[config.mk]
export PLATFORM = sky130hd
export DESIGN_NAME = load_store_unit
export DESIGN_NICKNAME = d
export VERILOG_FILES = /design/src/rtl/load_store_unit.sv
export SDC_FILE = /design/constraint.sdc
export NUM_CORES = 1
export LEC_CHECK = 0
export CAP_MARGIN = 20
export CORE_MARGIN = 10
export CORE_UTILIZATION = 47
export CTS_CLUSTER_DIAMETER = 60
export DETAILED_ROUTE_END_ITERATION = 12
export PLACE_DENSITY_LB_ADDON = 0.1
export SLEW_MARGIN = 15
export SYNTH_ARGS = -nofsm -noshare
export SYNTH_HDL_FRONTEND = slang
export SYNTH_SLANG_ARGS = --single-unit
[constraint.sdc]
create_clock -name clk -period 3.02 [get_ports clk]
set_input_delay 0.604 -clock clk [delete_from_list [all_inputs] [get_ports clk]]
set_output_delay 0.604 -clock clk [all_outputs]
set_load 0.01 [all_outputs]
[src/rtl/load_store_unit.sv]
// RV32I load/store unit: word-wide memory cycles, byte-lane extraction/extension, sub-word stores via read-modify-write.
// Optional macro LSU_MISALIGN_ERR_EN: misaligned half/word requests error out instead of being truncated to alignment.
module load_store_unit #(
    parameter int ADDR_W = 32,
    parameter int DATA_W = 32
) (
    input  logic              clk,
    input  logic              rst,
    input  logic              req_valid,
    output logic              req_ready,
    input  logic              req_we,
    input  logic [2:0]        req_funct3,
    input  logic [ADDR_W-1:0] req_addr,
    input  logic [DATA_W-1:0] req_wdata,
    output logic              resp_valid,
    output logic [DATA_W-1:0] resp_rdata,
    output logic              resp_err,
    output logic [ADDR_W-1:0] mem_addr,
    output logic              mem_read,
    output logic              mem_write,
    output logic [DATA_W-1:0] mem_wdata,
    input  logic [DATA_W-1:0] mem_rdata
);

    // Handshake: a request transfers on a rising edge where req_valid & req_ready;
    // req_ready is high only in IDLE. resp_valid is a one-cycle pulse with no backpressure.
    typedef enum logic [2:0] {
        S_IDLE   = 3'd0,
        S_LD     = 3'd1,
        S_ST     = 3'd2,
        S_RMW_RD = 3'd3,
        S_RMW_WR = 3'd4,
        S_RESP   = 3'd5
    } state_t;

    state_t state_q, state_d;

    logic              we_q;
    logic [2:0]        f3_q;
    logic [ADDR_W-1:0] addr_q;
    logic [DATA_W-1:0] wdata_q;
    logic [DATA_W-1:0] rmw_q;

    logic              f3_illegal;
    logic              misalign;
    logic              req_err;
    logic [7:0]        ld_byte;
    logic [15:0]       ld_half;
    logic [DATA_W-1:0] ld_ext;
    logic [DATA_W-1:0] st_word;
    logic              mem_wr_en;

    always_comb begin
        if (req_we)
            f3_illegal = !(req_funct3 inside {3'b000, 3'b001, 3'b010});
        else
            f3_illegal = (req_funct3 == 3'b011) || (req_funct3[2:1] == 2'b11);
`ifdef LSU_MISALIGN_ERR_EN
        misalign = ((req_funct3[1:0] == 2'b01) && req_addr[0]) ||
                   ((req_funct3[1:0] == 2'b10) && (req_addr[1:0] != 2'b00));
`else
        misalign = 1'b0;
`endif
        req_err = f3_illegal || misalign;
    end

    // Half lane comes from addr[1] only, so an unaligned half is truncated when errors are off.
    always_comb begin
        case (addr_q[1:0])
            2'b00:   ld_byte = mem_rdata[7:0];
            2'b01:   ld_byte = mem_rdata[15:8];
            2'b10:   ld_byte = mem_rdata[23:16];
            default: ld_byte = mem_rdata[31:24];
        endcase
        ld_half = addr_q[1] ? mem_rdata[31:16] : mem_rdata[15:0];
        case (f3_q)
            3'b000:  ld_ext = {{24{ld_byte[7]}}, ld_byte};
            3'b001:  ld_ext = {{16{ld_half[15]}}, ld_half};
            3'b100:  ld_ext = {24'd0, ld_byte};
            3'b101:  ld_ext = {16'd0, ld_half};
            default: ld_ext = mem_rdata;
        endcase
    end

    always_comb begin
        st_word = rmw_q;
        if (f3_q[1:0] == 2'b00)
            st_word[{addr_q[1:0], 3'b000} +: 8] = wdata_q[7:0];
        else
            st_word[{addr_q[1], 4'b0000} +: 16] = wdata_q[15:0];
    end

    always_ff @(posedge clk) begin
        if (rst)
            state_q <= S_IDLE;
        else
            state_q <= state_d;
    end

    always_comb begin
        state_d    = state_q;
        req_ready  = 1'b0;
        resp_valid = 1'b0;
        mem_read   = 1'b0;
        mem_wr_en  = 1'b0;
        mem_wdata  = '0;
        case (state_q)
            S_IDLE: begin
                req_ready = 1'b1;
                if (req_valid) begin
                    if (req_err)
                        state_d = S_RESP;
                    else if (!req_we)
                        state_d = S_LD;
                    else if (req_funct3 == 3'b010)
                        state_d = S_ST;
                    else
                        state_d = S_RMW_RD;
                end
            end
            S_LD: begin
                mem_read = 1'b1;
                state_d  = S_RESP;
            end
            S_ST: begin
                mem_wr_en = 1'b1;
                mem_wdata = wdata_q;
                state_d   = S_RESP;
            end
            S_RMW_RD: begin
                mem_read = 1'b1;
                state_d  = S_RMW_WR;
            end
            S_RMW_WR: begin
                mem_wr_en = 1'b1;
                mem_wdata = st_word;
                state_d   = S_RESP;
            end
            S_RESP: begin
                resp_valid = 1'b1;
                state_d    = S_IDLE;
            end
            default: state_d = S_IDLE;
        endcase
    end

    // Gating by rst keeps a reset that lands in RMW_WR from committing a half-built word.
    assign mem_write = mem_wr_en && !rst;
    assign mem_addr  = {addr_q[ADDR_W-1:2], 2'b00};

    // Response registers load on the edge that enters RESP, then hold until the next response.
    always_ff @(posedge clk) begin
        if (rst) begin
            we_q       <= 1'b0;
            f3_q       <= 3'b000;
            addr_q     <= '0;
            wdata_q    <= '0;
            rmw_q      <= '0;
            resp_rdata <= '0;
            resp_err   <= 1'b0;
        end else begin
            case (state_q)
                S_IDLE: begin
                    if (req_valid) begin
                        we_q    <= req_we;
                        f3_q    <= req_funct3;
                        addr_q  <= req_addr;
                        wdata_q <= req_wdata;
                        if (req_err) begin
                            resp_rdata <= '0;
                            resp_err   <= 1'b1;
                        end
                    end
                end
                S_LD: begin
                    resp_rdata <= ld_ext;
                    resp_err   <= 1'b0;
                end
                S_RMW_RD: rmw_q <= mem_rdata;
                S_ST, S_RMW_WR: begin
                    resp_rdata <= '0;
                    resp_err   <= we_q ? 1'b0 : 1'b0;
                end
                default: ;
            endcase
        end
    end

endmodule
======== Word level (Yosys, flattened, before mapping) ========
Index checks and enable logic that the tools add are counted.
cells by class
  shift-type cells ........................ 4
  equal/unequal tests ..................... 16
  $add $sub $neg .......................... 2
  multiplexer cells ....................... 23
  reduce and logical (&&, ||, !) cells .... 18
operator list
  cell                     number
  $pmux 32 s4              1
  $mux 32                  3
  $pmux 32 s3              1
  $bwmux 32                2
  $pmux 32 s2              1
  $shift 16x7->32 const A  1
  $shift 8x7->32 const A   1
  $shiftx 16x7->32         1
  $shiftx 8x7->32          1
  $pmux 8 s3               1
  $mux 16                  1
  $neg 5->7                2
  $eq 3x2->1 const B       4
  $eq 3x3->1 const B       4
  $eq 3x1->1 const B       3
  $logic_not 3->1          3
  $pmux 3 s3               1
  $mux 1                   8
  $mux 3                   2
  $reduce_and 3->1         2
  $reduce_bool 3->1        2
  $eq 2x2->1 const B       2
  $logic_not 2->1          2
  $ne 2x2->1 const B       2
  other kinds (10)         12
word-level totals
  input port bits ......................... 103
  register bits ........................... 135
  word-level logic and storage cells ...... 70

======== Depth between registers and ports, before layout ========
Gate-level depths: netlist of the first run.
  word-level depth ........................ 7
  gate-level depth with buffers ........... 8

======== Worst setup path before layout of the first run ========
No wires, ideal clock.
  path kind ............................... reg2out
  from .................................... register addr_q[1]
  to ...................................... output port mem_wdata[24]
  data required time ...................... 2.416 ns
  arrival ................................. 1.881 ns
  slack ................................... 0.535 ns
  buffers on the path ..................... 1
  stages on the path, launching flop included .. 7
  path through ............................ dfxtp_1 -> buf_2 -> inv_1 -> ha_1 -> nor4_2 -> a221oi_1 -> o21ai_0
on the way
  word-level cells in the longest chain between the ends .. 5
  elaborated cells between the ends (all ways) .. 10
ends and longest elaborated chain
  what                                            line    source
  start: declaration                              40      logic [ADDR_W-1:0] addr_q;
  start signal: assignment                        167     addr_q <= req_addr;
  $neg 5->7, on equally long branches             90, 88
  $shiftx 16x7->32, or another cell as far along  90      st_word[{addr_q[1], 4'b0000} +: 16] = wdata_q[15:0];
  $bwmux 32, on equally long branches             90, 88
  $mux 32 (*)                                     87      if (f3_q[1:0] == 2'b00)
  $pmux 32 s2 (*)                                 107     case (state_q)
  end: declaration                                21      output logic [DATA_W-1:0] mem_wdata,
Mark *: on every way between the ends. The rest lies on a longest branch, timed or not.

======== Final worst setup path of the first run ========
  from .................................... register addr_q[1]
  to ...................................... output port mem_wdata[23]
Same word-level chain as after synthesis.

==> impl_metrics.py, run 1 <==
metrics = {
    "finish": {
        "final_cell_mix": "nand2_1 (215), clkdlybuf4s50_1 (169), dfxtp_1 (133)",
        "area_growth_pct": 39.01,
        "final_common_cell": "nand2_1",
        "antenna_cells": 0,
        "nNetsFinal": 1060,
        "layout-drive-gt1-share": 0.1151,
        "design_area_mm2": 0.009032,
    },
    "clock_network": {
        "clock-sinks": 135,
        "cts.clk_slew.worst_paths_ns": 0.05,
        "htree_levels": 4,
        "clk_latency_ns": 0.42,
        "tritoncts": "yes",
        "hold_buffers": 0,
        "numCtsBuffers": 17,
        "cts_buffer_depth": 2,
        "root_buffer": "clkbuf_16",
    },
    "global_route": {
        "overflow": 0,
        "antenna_found_initial": 0,
        "grt_pass1_wl_um": 33710,
        "grt_max_degree": 68,
        "grt_pass1_vias": 6413,
        "grtUsageTotal": 0.2257,
    },
    "drt": {
        "wl_um": 21740,
        "drtAntennaViolNets": 0,
        "via_count": 6398,
        "wl_per_cell_um": 19.07,
        "dr.first_iter.drc_count": 424,
        "dr.pass1.iters": 4,
        "via_per_inst": 5.612,
        "drc": 0,
    },
    "power_and_ir_drop": {
        "sw_frac_of_total": 0.2698,
        "pwr-share-comb": 0.193,
        "power_frac_clock": 0.398,
        "p_sw_mw": 1.306,
        "ir_drop_mv": 0.3890,
        "seq_power_share": 0.409,
        "intPower_mw": 3.534,
        "p_leak_nw": 3.394,
        "power.density_mw_per_mm2": 535.8,
    },
    "setup_path": {
        "path_delay_family": "buffers and inverters",
        "cpPeakStageDelay_ns": 0.36,
        "critPathKind": "reg2out",
        "cp.required_ns": 2.42,
        "ff2ff_setup_slack_ns": 0.79,
        "cp_slowest_cell": "dfxtp_2",
        "cp-start-kind": "flip-flop",
        "path_cells": "inv_2, ha_4, nor3b_1, nand3_1, a21oi_4, buf_4, a221o_1, dlygate4sd2_1",
        "crit_path_end_kind": "output port",
        "r2r_end": "resp_rdata[3]",
        "r2r-start": "addr_q[1]",
        "arrival_ns": 2.31,
        "ff2ff_path_depth": 6,
        "critPathMaxFanout": 5,
        "cp.buffers_inverters": 3,
    },
    "sta": {
        "holdWs_ns": 0.4513,
        "finalMaxSlewViolations": 0,
        "finalClockSkew_ns": 0.004367,
        "worst_pin_slew_ns": 1.091,
        "hold_viol": 0,
        "fmax_mhz": 343.0,
        "fin_crit_ns": 2.915,
        "fin_crit_sh": 0.9654,
        "setup_viol": 0,
        "fin_setup_tns_ns": 0,
        "rsz0062_at_grt": "false",
        "relSlewSlack": 0.2706,
    },
    "outcome": {
        "status": "finished clean",
    },
    "place": {
        "portBuffers": 201,
        "placed_area_mm2": 0.008392,
        "place_hpwl_um": 16320,
        "gp_congestion": 0.8937,
    },
    "synth": {
        "synth_top_area_share": 0.4159,
        "synth-edff-count": 0,
        "synth_seq_cells": 135,
        "netlist_top_cells_area": "dfxtp_1 (42%), nand2_1 (13%), a21oi_1 (8.2%)",
        "synth_cells": 795,
        "yosysUniqueCellTypes": 58,
        "avgSynthCellArea_um2": 8.173,
        "yosys_warnings": 0,
        "async_flop_share": 0,
        "ys_seq_area_frac": 0.4159,
        "yosysTopAreaCell": "dfxtp_1",
        "synth-main-ff-cell": "dfxtp_1",
        "syn_area_mm2": 0.006497,
    },
    "die": {
        "start_util": 0.4849,
        "fp.dieH_um": 137.6,
        "dieArea_mm2": 0.01893,
        "fp.dieW_um": 137.6,
        "core_area_mm2": 0.01340,
        "num_io_pins": 204,
        "rows": 42,
    },
    "flow_run": {
        "cap_violations": 0,
    },
    "min_path": {
        "whs_path_depth": 2,
        "hold_end": "wdata_q[16]",
        "hp-start": "wdata_q[16]",
        "hp-class": "reg2reg",
    },
}
==> state kept, by name, indices dropped and copies added, names as in the netlist <==
name,count
state_q,3
f3_q,3
resp_err,1
wdata_q,32
resp_rdata,32
rmw_q,32
addr_q,32
==> cell families (layout without fill, tap and decap cells) <==
logic type | count (synthesis) | in the layout | synth area share
AND/OR/NAND/NOR | 296 | 296 | 0.1920
AO/OA/AOI/OAI | 243 | 243 | 0.2667
multiplexers | 16 | 16 | 0.02754
flip-flops | 135 | 135 | 0.4159
buffers and inverters | 97 | 265 | 0.08396
other | 1 | 2 | 0.0005771
adder cells (fa/ha/maj) | 7 | 7 | 0.01329
==> timing repair <==
item                                    in CTS  in global routing
pin swaps                                    1                  2
gates resized for setup                     39                 13
endpoints found under the setup margin      32                 16
setup buffers                                4                  1
==> power groups by stage <==
stage	combinational (mW)	sequential, mW	clock (mW)
2_1_floorplan	0.503	2.00	0
5_1_grt	1.02	1.99	2.03
3_5_place_dp	0.919	2.01	0
4_1_cts	0.935	1.98	1.96
6_report	0.934	1.98	1.93
3_3_place_gp	0.901	2.00	0
==> cell usage after synthesis (all sizes together) (2+ instances only) <==
cell	instances
nand2b	6
a221oi	8
nand3	3
ha	6
and2	13
clkbuf	33
or2b	2
nor2	33
nor3b	2
o31ai	2
o2bb2ai	30
o22ai	2
nor2b	7
a22o	10
a21oi	109
dfxtp	135
a211oi	8
a32oi	7
a31oi	2
o41ai	2
o21ai	25
inv	3
nand2	217
a221o	22
and3b	2
mux2	15
and3	2
a22oi	8
buf	60
nor3	4
==> per-stage QoR <==
step | utilization | worst slack (ns) | instances | total power [mW]
after floorplan | - | 0.5347 | 796 | 2.506
after global placement | 0.6262 | 0.1828 | 1103 | 2.905
after detailed placement | 0.6262 | 0.1045 | 1103 | 2.930
after CTS | 0.6722 | 0.02296 | 1139 | 4.870
after global routing | 0.6740 | 0.006067 | 1140 | 5.038
final | 0.6740 | 0.1046 | 1140 | 4.839
==> worst max-delay path by stage <==
stage	startpoint	end	slack (ns)	cells past startpoint
floorplan	addr_q[1]	mem_wdata[24]	0.53	6
global placement	addr_q[1]	mem_wdata[31]	0.18	8
detailed placement	addr_q[1]	mem_wdata[24]	0.10	8
CTS	addr_q[0]	mem_wdata[16]	0.02	9
global route	addr_q[0]	mem_wdata[2]	0.006	7
finish	addr_q[1]	mem_wdata[23]	0.10	8
==> final cells by class <==
class / count / area [um^2]
fillers: 1148 / 4368
multi-input cells: 564 / 3307
flip-flops and latches: 135 / 2705
repair buffers: 229 / 2231
clock buffers: 23 / 478.0
well taps: 176 / 220.2
clock inverters: 9 / 75.07
inverters: 4 / 16.27
==> tightest hold or removal path: stages, from the launching register on <==
cell and delay, ns:
dfxtp_1 0.30, nand2_1 0.05, a21oi_1 0.05
==> metal layers <==
metal	up-vias	global-route usage	wire [um]
met2	264	0.3787	10560
met5	-	0	0
met1	3033	0.2617	8679
li1	3063	-	-
met3	38	0.07320	1963
met4	0	0.08607	531
No activity file was read; power rests on OpenSTA's default activity.
==> inputs of run 2 (changes only) <==
--- a/config.mk
+++ b/config.mk
@@ -5,6 +5,7 @@
 export SDC_FILE = /design/constraint.sdc
 export NUM_CORES = 1
 export LEC_CHECK = 0
+export ABC_CLOCK_PERIOD_IN_PS = 3020
 export CAP_MARGIN = 20
 export CORE_MARGIN = 10
 export CORE_UTILIZATION = 47
==> results of run 2 <==
Same layout as run 1: the final DEF is identical, and so are final timing and power.
==> inputs of run 3 (changes only) <==
--- a/config.mk
+++ b/config.mk
@@ -11,6 +11,7 @@
 export CORE_UTILIZATION = 47
 export CTS_CLUSTER_DIAMETER = 60
 export DETAILED_ROUTE_END_ITERATION = 12
+export GPL_ROUTABILITY_DRIVEN = 1
 export PLACE_DENSITY_LB_ADDON = 0.1
 export SLEW_MARGIN = 15
 export SYNTH_ARGS = -nofsm -noshare
==> results of run 3 <==
Same layout as run 1: the final DEF is identical, and so are final timing and power.
